===== config.mk =====
export PLATFORM = sky130hd
export DESIGN_NAME = issue_scoreboard_flat
export DESIGN_NICKNAME = d
export VERILOG_FILES = /design/src/rtl/issue_scoreboard_if.sv /design/src/rtl/issue_scoreboard.sv /design/src/flat_wrapper.sv
export SDC_FILE = /design/constraint.sdc
export NUM_CORES = 1
export LEC_CHECK = 0
export BUFFER_PORTS_ARGS = -buffer_cell sky130_fd_sc_hd__buf_2
export CAP_MARGIN = 20
export CORE_MARGIN = 2
export CORE_UTILIZATION = 45
export DETAILED_ROUTE_END_ITERATION = 10
export GPL_ROUTABILITY_DRIVEN = 0
export PLACE_DENSITY_LB_ADDON = 0.05
export SYNTH_ARGS = -nofsm -noshare
export SYNTH_HDL_FRONTEND = slang
export SYNTH_SLANG_ARGS = --single-unit

===== constraint.sdc =====
create_clock -name clk -period 4.98 [get_ports clk]
set_clock_uncertainty 0.2 [all_clocks]
set_input_delay 0.249 -clock clk [delete_from_list [all_inputs] [get_ports clk]]
set_output_delay 0.249 -clock clk [all_outputs]
set_load 0.03 [all_outputs]

===== src/rtl/issue_scoreboard_if.sv =====
// Bundle of the instruction-buffer, writeback and issue-output channels of issue_scoreboard.
// The slave modport is the scoreboard side; the master modport is the surrounding pipeline.
interface issue_scoreboard_if #(
  parameter int PER_ISSUE_WARPS = 4,
  parameter int NUM_REGS        = 64,
  parameter int META_W          = 64
);
  localparam int WIS_W   = (PER_ISSUE_WARPS > 1) ? $clog2(PER_ISSUE_WARPS) : 1;
  localparam int NR_BITS = $clog2(NUM_REGS);

  logic [PER_ISSUE_WARPS-1:0]              ibuf_valid;
  logic [PER_ISSUE_WARPS-1:0]              ibuf_ready;
  logic [PER_ISSUE_WARPS-1:0]              ibuf_wb;
  logic [PER_ISSUE_WARPS-1:0][NR_BITS-1:0] ibuf_rd;
  logic [PER_ISSUE_WARPS-1:0][NR_BITS-1:0] ibuf_rs1;
  logic [PER_ISSUE_WARPS-1:0][NR_BITS-1:0] ibuf_rs2;
  logic [PER_ISSUE_WARPS-1:0][NR_BITS-1:0] ibuf_rs3;
  logic [PER_ISSUE_WARPS-1:0][META_W-1:0]  ibuf_meta;

  logic               wb_valid;
  logic [WIS_W-1:0]   wb_wis;
  logic [NR_BITS-1:0] wb_rd;
  logic               wb_eop;

  logic               sb_valid;
  logic               sb_ready;
  logic [WIS_W-1:0]   sb_wis;
  logic               sb_wb;
  logic [NR_BITS-1:0] sb_rd;
  logic [NR_BITS-1:0] sb_rs1;
  logic [NR_BITS-1:0] sb_rs2;
  logic [NR_BITS-1:0] sb_rs3;
  logic [META_W-1:0]  sb_meta;

  modport master (
    output ibuf_valid, ibuf_wb, ibuf_rd, ibuf_rs1, ibuf_rs2, ibuf_rs3, ibuf_meta,
    output wb_valid, wb_wis, wb_rd, wb_eop,
    output sb_ready,
    input  ibuf_ready,
    input  sb_valid, sb_wis, sb_wb, sb_rd, sb_rs1, sb_rs2, sb_rs3, sb_meta
  );

  modport slave (
    input  ibuf_valid, ibuf_wb, ibuf_rd, ibuf_rs1, ibuf_rs2, ibuf_rs3, ibuf_meta,
    input  wb_valid, wb_wis, wb_rd, wb_eop,
    input  sb_ready,
    output ibuf_ready,
    output sb_valid, sb_wis, sb_wb, sb_rd, sb_rs1, sb_rs2, sb_rs3, sb_meta
  );
endinterface


===== src/rtl/issue_scoreboard.sv =====
// Per-warp register scoreboard with round-robin issue into a registered valid/ready output.
// Optional SCOREBOARD_PERF_EN adds a saturating 44-bit count of structural-hazard-free stall cycles.
module issue_scoreboard #(
  parameter int PER_ISSUE_WARPS = 4,
  parameter int NUM_REGS        = 64,
  parameter int META_W          = 64
) (
  input  logic               clk,
  input  logic               reset,
  issue_scoreboard_if.slave  bus
`ifdef SCOREBOARD_PERF_EN
  ,
  output logic [43:0]        perf_stalls
`endif
);

  localparam int WIS_W   = (PER_ISSUE_WARPS > 1) ? $clog2(PER_ISSUE_WARPS) : 1;
  localparam int NR_BITS = $clog2(NUM_REGS);

  typedef struct packed {
    logic [WIS_W-1:0]   wis;
    logic               wb;
    logic [NR_BITS-1:0] rd;
    logic [NR_BITS-1:0] rs1;
    logic [NR_BITS-1:0] rs2;
    logic [NR_BITS-1:0] rs3;
    logic [META_W-1:0]  meta;
  } issue_t;

  logic [PER_ISSUE_WARPS-1:0][NUM_REGS-1:0] inuse_q, inuse_d;
  issue_t                                   out_q, out_d;
  logic                                     sb_valid_q, sb_valid_d;
  logic [WIS_W-1:0]                         rr_ptr_q, rr_ptr_d;

  logic [PER_ISSUE_WARPS-1:0] hazard;
  logic [PER_ISSUE_WARPS-1:0] eligible;
  logic [PER_ISSUE_WARPS-1:0] grant;
  logic [WIS_W-1:0]           winner;
  logic [WIS_W-1:0]           scan_idx;
  logic                       any_eligible;
  logic                       out_free;
  logic                       accept;

  // RAW on any source and WAW on rd stall; a pending write to rd is not a
  // hazard when the instruction itself does not write rd.
  // NOTE: every always_comb output gets a default on entry so no path leaves it unassigned (no latch).
  always_comb begin
    hazard   = '0;
    eligible = '0;
    for (int w = 0; w < PER_ISSUE_WARPS; w++) begin
      hazard[w] = inuse_q[w][bus.ibuf_rs1[w]]
                | inuse_q[w][bus.ibuf_rs2[w]]
                | inuse_q[w][bus.ibuf_rs3[w]]
                | (bus.ibuf_wb[w] & inuse_q[w][bus.ibuf_rd[w]]);
      eligible[w] = bus.ibuf_valid[w] & ~hazard[w];
    end
  end

  // Scan downwards so the lowest offset from the pointer is the final winner.
  always_comb begin
    winner       = '0;
    scan_idx     = '0;
    any_eligible = 1'b0;
    for (int i = PER_ISSUE_WARPS - 1; i >= 0; i--) begin
      scan_idx = rr_ptr_q + WIS_W'(i);
      if (eligible[scan_idx]) begin
        winner       = scan_idx;
        any_eligible = 1'b1;
      end
    end
  end

  assign out_free = ~sb_valid_q | bus.sb_ready;
  assign accept   = out_free & any_eligible & ~reset;

  always_comb begin
    grant = '0;
    if (accept) grant[winner] = 1'b1;
  end

  assign bus.ibuf_ready = grant;

  // Clear first, then set, so a same-bit set in the same cycle wins.
  always_comb begin
    inuse_d = inuse_q;
    if (bus.wb_valid && bus.wb_eop) begin
      inuse_d[bus.wb_wis][bus.wb_rd] = 1'b0;
    end
    if (accept && bus.ibuf_wb[winner] && (bus.ibuf_rd[winner] != '0)) begin
      inuse_d[winner][bus.ibuf_rd[winner]] = 1'b1;
    end
  end

  always_comb begin
    out_d      = out_q;
    sb_valid_d = sb_valid_q;
    rr_ptr_d   = rr_ptr_q;
    if (accept) begin
      out_d.wis  = winner;
      out_d.wb   = bus.ibuf_wb[winner];
      out_d.rd   = bus.ibuf_rd[winner];
      out_d.rs1  = bus.ibuf_rs1[winner];
      out_d.rs2  = bus.ibuf_rs2[winner];
      out_d.rs3  = bus.ibuf_rs3[winner];
      out_d.meta = bus.ibuf_meta[winner];
      sb_valid_d = 1'b1;
      rr_ptr_d   = (PER_ISSUE_WARPS == 1) ? '0 : winner + WIS_W'(1);
    end else if (bus.sb_ready) begin
      sb_valid_d = 1'b0;
    end
  end

  // NOTE: state registers use non-blocking assignments so every flop samples pre-edge values.
  // NOTE: the inuse bitmap is reset explicitly; stale pending bits after reset would deadlock issue.
  always_ff @(posedge clk) begin
    if (reset) begin
      inuse_q    <= '0;
      out_q      <= '0;
      sb_valid_q <= 1'b0;
      rr_ptr_q   <= '0;
    end else begin
      inuse_q    <= inuse_d;
      out_q      <= out_d;
      sb_valid_q <= sb_valid_d;
      rr_ptr_q   <= rr_ptr_d;
    end
  end

  assign bus.sb_valid = sb_valid_q;
  assign bus.sb_wis   = out_q.wis;
  assign bus.sb_wb    = out_q.wb;
  assign bus.sb_rd    = out_q.rd;
  assign bus.sb_rs1   = out_q.rs1;
  assign bus.sb_rs2   = out_q.rs2;
  assign bus.sb_rs3   = out_q.rs3;
  assign bus.sb_meta  = out_q.meta;

`ifdef SCOREBOARD_PERF_EN
  // Counts cycles where work is waiting, the output could take it, yet every warp is hazarded.
  logic [43:0] perf_q, perf_d;

  always_comb begin
    perf_d = perf_q;
    if ((|bus.ibuf_valid) && out_free && !any_eligible && !(&perf_q)) begin
      perf_d = perf_q + 44'd1;
    end
  end

  always_ff @(posedge clk) begin
    if (reset) perf_q <= '0;
    else       perf_q <= perf_d;
  end

  assign perf_stalls = perf_q;
`endif

endmodule


===== src/flat_wrapper.sv =====
// flat-port wrapper written by rule: the top's interface ports become plain ports
module issue_scoreboard_flat 
#(
  parameter int PER_ISSUE_WARPS = 4,
  parameter int NUM_REGS        = 64,
  parameter int META_W          = 64
)
  (clk, reset, bus_ibuf_valid, bus_ibuf_wb, bus_ibuf_rd, bus_ibuf_rs1, bus_ibuf_rs2, bus_ibuf_rs3, bus_ibuf_meta, bus_wb_valid, bus_wb_wis, bus_wb_rd, bus_wb_eop, bus_sb_ready, bus_ibuf_ready, bus_sb_valid, bus_sb_wis, bus_sb_wb, bus_sb_rd, bus_sb_rs1, bus_sb_rs2, bus_sb_rs3, bus_sb_meta);
  issue_scoreboard_if #(.PER_ISSUE_WARPS(PER_ISSUE_WARPS), .NUM_REGS(NUM_REGS), .META_W(META_W)) bus_i ();
  input  logic clk;
  input  logic reset;
  input wire logic [$bits(bus_i.ibuf_valid)-1:0] bus_ibuf_valid;
  input wire logic [$bits(bus_i.ibuf_wb)-1:0] bus_ibuf_wb;
  input wire logic [$bits(bus_i.ibuf_rd)-1:0] bus_ibuf_rd;
  input wire logic [$bits(bus_i.ibuf_rs1)-1:0] bus_ibuf_rs1;
  input wire logic [$bits(bus_i.ibuf_rs2)-1:0] bus_ibuf_rs2;
  input wire logic [$bits(bus_i.ibuf_rs3)-1:0] bus_ibuf_rs3;
  input wire logic [$bits(bus_i.ibuf_meta)-1:0] bus_ibuf_meta;
  input wire logic [$bits(bus_i.wb_valid)-1:0] bus_wb_valid;
  input wire logic [$bits(bus_i.wb_wis)-1:0] bus_wb_wis;
  input wire logic [$bits(bus_i.wb_rd)-1:0] bus_wb_rd;
  input wire logic [$bits(bus_i.wb_eop)-1:0] bus_wb_eop;
  input wire logic [$bits(bus_i.sb_ready)-1:0] bus_sb_ready;
  output wire logic [$bits(bus_i.ibuf_ready)-1:0] bus_ibuf_ready;
  output wire logic [$bits(bus_i.sb_valid)-1:0] bus_sb_valid;
  output wire logic [$bits(bus_i.sb_wis)-1:0] bus_sb_wis;
  output wire logic [$bits(bus_i.sb_wb)-1:0] bus_sb_wb;
  output wire logic [$bits(bus_i.sb_rd)-1:0] bus_sb_rd;
  output wire logic [$bits(bus_i.sb_rs1)-1:0] bus_sb_rs1;
  output wire logic [$bits(bus_i.sb_rs2)-1:0] bus_sb_rs2;
  output wire logic [$bits(bus_i.sb_rs3)-1:0] bus_sb_rs3;
  output wire logic [$bits(bus_i.sb_meta)-1:0] bus_sb_meta;
  assign bus_i.ibuf_valid = bus_ibuf_valid;
  assign bus_i.ibuf_wb = bus_ibuf_wb;
  assign bus_i.ibuf_rd = bus_ibuf_rd;
  assign bus_i.ibuf_rs1 = bus_ibuf_rs1;
  assign bus_i.ibuf_rs2 = bus_ibuf_rs2;
  assign bus_i.ibuf_rs3 = bus_ibuf_rs3;
  assign bus_i.ibuf_meta = bus_ibuf_meta;
  assign bus_i.wb_valid = bus_wb_valid;
  assign bus_i.wb_wis = bus_wb_wis;
  assign bus_i.wb_rd = bus_wb_rd;
  assign bus_i.wb_eop = bus_wb_eop;
  assign bus_i.sb_ready = bus_sb_ready;
  assign bus_ibuf_ready = bus_i.ibuf_ready;
  assign bus_sb_valid = bus_i.sb_valid;
  assign bus_sb_wis = bus_i.sb_wis;
  assign bus_sb_wb = bus_i.sb_wb;
  assign bus_sb_rd = bus_i.sb_rd;
  assign bus_sb_rs1 = bus_i.sb_rs1;
  assign bus_sb_rs2 = bus_i.sb_rs2;
  assign bus_sb_rs3 = bus_i.sb_rs3;
  assign bus_sb_meta = bus_i.sb_meta;
  issue_scoreboard #(.PER_ISSUE_WARPS(PER_ISSUE_WARPS), .NUM_REGS(NUM_REGS), .META_W(META_W)) u_core (.clk(clk), .reset(reset), .bus(bus_i));
endmodule

==> qor.txt <==
distinct cell type count after synthesis: 72
Syn Nets: 2872
CP Cell Sequence: mux4_2 > mux4_2 > and2_0 > o311ai_2 > o2111ai_1 > buf_4 > nor3_2 > buf_4 > a311o_1 > nand2_4 > buf_12 > inv_8 > buf_6 > buf_16 > mux2i_1 > dlygate4sd3_1 > nand2_1 > o21ai_0 > o21ai_0
final setup violating endpoints: 0
critical path's top delay family: buffers and inverters
hold slack: -0.00791 ns
die height: 240 µm
post-synth top area cell: dfxtp_1
status: complete, but fails checks
multiplexer share of the synthesized area: 0.353
crit-path max cell delay: 0.57 ns
synthesized flop and latch total: 350
DIE AREA: 57800 µm²
Main synth FF type: dfxtp_1
num ports: 469
nets@finish: 3515
htree depth: 2
via/cell ratio: 7.01
Leak: 12.8 nW
Sinks on Clock Net: 350
Synth Area in Compound Gates: 0.215
Slew Viols, Final: 0
simple-gate share of the synthesized area: 0.0950
initial antenna violation count: 18
crit share post-route: 0.988
I/O Buffers: 468
vias in the first global route: 26100
Hold Path Class: in2reg
Adder-Cell Fraction of Synth Area: 0.00199
WL per Instance: 33.1 µm
fill cell total of the finished layout: 4511
row count: 86
VDD IR max: 234 µV
EDFF count, synth: 0
CTS clk-pin slew, worst paths: 0.06 ns
Syn Inst Count: 2495
share of layout cells above drive strength 1: 0.337
DRT Wirelength: 130000 µm
Fin. Hold Viols: 1
post-route cell area: 33100 µm²
# DRC: 0
first-pass GRT wire length: 182000 µm
Final WS setup: 0.0581 ns
TritonCTS Buffers: 41
Yosys top cell area share: 0.279
CTS tree: yes
Cell Area, Placed: 29200 µm²
Die Span X: 240 µm
cell area after synthesis: 25100 µm²
slew margin rel.: 0.269
sequential-to-total area share from yosys stat: 0.279
Max-Cap Viols: 0
asr flop ratio synth: 0
Synth Area per Inst: 10.1 µm²
Vias: 27500
Crit path buffers/inverters: 7
Crit path arrival time: 5.13 ns
core box area: 55200 µm²
clock root buffer: clkbuf_16
Final Power: 10.6 mW
Synth warnings: 0
Antenna Nets Post-Route: 0
Worst path slowest cell: dlygate4sd3_1
worst setup path class: reg2reg
worst path required time: 5.19 ns
critical path fanouts, max: 20
Starting Density: 0.455
Post-Synth XOR/XNOR Area: 0
Total GRT Usage: 0.437
DRT iter0 DRCs: 3673
critical path launch point type: register
CP endpoint kind: register
CTS max path bufs: 3
Max Freq: 0.203 GHz
DP HPWL: 90200 µm
largest family of logic cells by synthesized area: multiplexers
overall overflow remaining after global route: 0
Least-Margin Pin Slew: 1.09 ns
Area contributors post-synth: dfxtp_1 (28%), mux4_2 (22%), mux2i_1 (11%)
failing checks: hold timing
area grow syn2layout: 31.6%
dpl ws: -0.185 ns
DRT Pass-1 Iters: 6
largest net degree at the start of global routing: 166
Skew-Pair Late Insertion Delay: 0.60 ns
Power Density: 320 nW/µm²
minimum clock period: 4.92 ns
==> worst reg2reg max path, stage by stage (launching register included) <==
cell	delay, ns
dfxtp_1	0.34
mux4_2	0.49
mux4_2	0.52
and2_0	0.20
o311ai_2	0.30
o2111ai_1	0.17
buf_4	0.21
nor3_2	0.12
buf_4	0.16
a311o_1	0.20
nand2_4	0.10
buf_12	0.17
inv_8	0.06
buf_6	0.16
buf_16	0.21
mux2i_1	0.21
dlygate4sd3_1	0.57
nand2_1	0.06
o21ai_0	0.15
o21ai_0	0.15
==> cells by family (layout without fill, tap and decap cells) <==
family | after synthesis | count (layout)
AOI/OAI and AO/OA | 750 | 750
adders and majority gates | 4 | 4
buffers and inverters | 330 | 1001
DFF | 350 | 350
muxes | 570 | 570
other | 0 | 17
and+or+nand+nor | 491 | 491
==> cell type report <==
class / count / area (µm²) / share of cell area
clock inverter: 13 / 171 / 0.00518
inverter: 31 / 134 / 0.00405
clock buffer: 58 / 1190 / 0.0361
sequential: 350 / 7010 / 0.212
tap: 748 / 936 / 0.0283
timing repair buffer: 899 / 6720 / 0.203
multi-input combinational: 1815 / 16900 / 0.510
antenna: 17 / 42.5 / 0.00129
==> worst paths after layout <==
path / startpoint / slack, ns / cells past startpoint / to
worst max-delay path: u_core.inuse_q[159]$_SDFF_PP0_ / 0.06 / 19 / u_core.bus.sb_meta[43]$_SDFFE_PP0P_
worst min-delay path: bus_ibuf_meta[64] / -0.008 / 5 / u_core.bus.sb_meta[0]$_SDFFE_PP0P_
worst max register to register: u_core.inuse_q[159]$_SDFF_PP0_ / 0.06 / 19 / u_core.bus.sb_meta[43]$_SDFFE_PP0P_
worst min register to register: u_core.bus.sb_rd[0]$_SDFFE_PP0P_ / 0.26 / 2 / u_core.bus.sb_rd[0]$_SDFFE_PP0P_
==> Yosys cell counts (all sizes together), types with 7 or more instances <==
| cell | number |
|---|---|
| nand3 | 102 |
| a21oi | 18 |
| o31ai | 224 |
| a22oi | 24 |
| nor2 | 91 |
| inv | 29 |
| buf | 115 |
| clkbuf | 184 |
| a311oi | 8 |
| mux4 | 248 |
| nor4b | 8 |
| o21ai | 125 |
| nor3b | 12 |
| nor3 | 15 |
| nand4 | 12 |
| or3 | 7 |
| and2 | 8 |
| mux2i | 267 |
| o211ai | 265 |
| o41ai | 34 |
| mux2 | 55 |
| o2111ai | 8 |
| nand2 | 163 |
| dfxtp | 350 |
| nor4 | 17 |
| nor2b | 24 |
| nand3b | 7 |
==> layer usage <==
layer / share of wire / wire (µm) / global-route usage
met5: 0.00030 / 39 / 0
met4: 0.083 / 10800 / 0.301
met2: 0.42 / 54300 / 0.631
met1: 0.36 / 46400 / 0.538
met3: 0.14 / 18600 / 0.163
==> report_power, final <==
| group | internal (mW) | switching (mW) |
|---|---|---|
| Sequential | 2.98 | 0.110 |
| Combinational | 1.60 | 2.75 |
| Clock | 1.87 | 1.29 |
==> metrics by stage <==
stage	hold WS, ns	instances	TNS (ns)	utilization
after floorplan	0.246	2495	0	-
after global placement	0.247	3605	-4.84	0.528
after detailed placement	0.247	3605	-17.40	0.528
after CTS	0.00320	3908	0	0.595
after global routing	0.0151	3925	-0.167	0.599
final	-0.00791	3931	0	0.599
==> flip-flops by register name (all words and copies together), names as in the netlist <==
signal and count:
u_core.bus.sb_wis 2, u_core.bus.sb_rs1 6, u_core.bus.sb_rd 6, u_core.bus.sb_meta 64
u_core.inuse_q 256, u_core.bus.sb_valid 1, u_core.bus.sb_rs3 6, u_core.rr_ptr_q 2
u_core.bus.sb_rs2 6, u_core.bus.sb_wb 1
==> cells in the final DEF, fill, tap and decap left out, drive strengths merged, types with 24 or more instances in the layout <==
cell type,instances
buf,665
dfxtp,350
mux2i,267
o211ai,265
mux4,248
dlygate4sd3,233
o31ai,224
nand2,163
o21ai,125
nand3,102
nor2,91
clkbuf,59
mux2,55
o41ai,34
inv,31
nor2b,24
a22oi,24
==> timing repair <==
action | CTS | global route
endpoints found under the hold margin | 60 | 1
resized for setup | 0 | 22
hold buffers | 232 | 1
setup buffers | 0 | 4
endpoints found under the setup margin | 0 | 296
No activity file was read; power rests on OpenSTA's default activity.
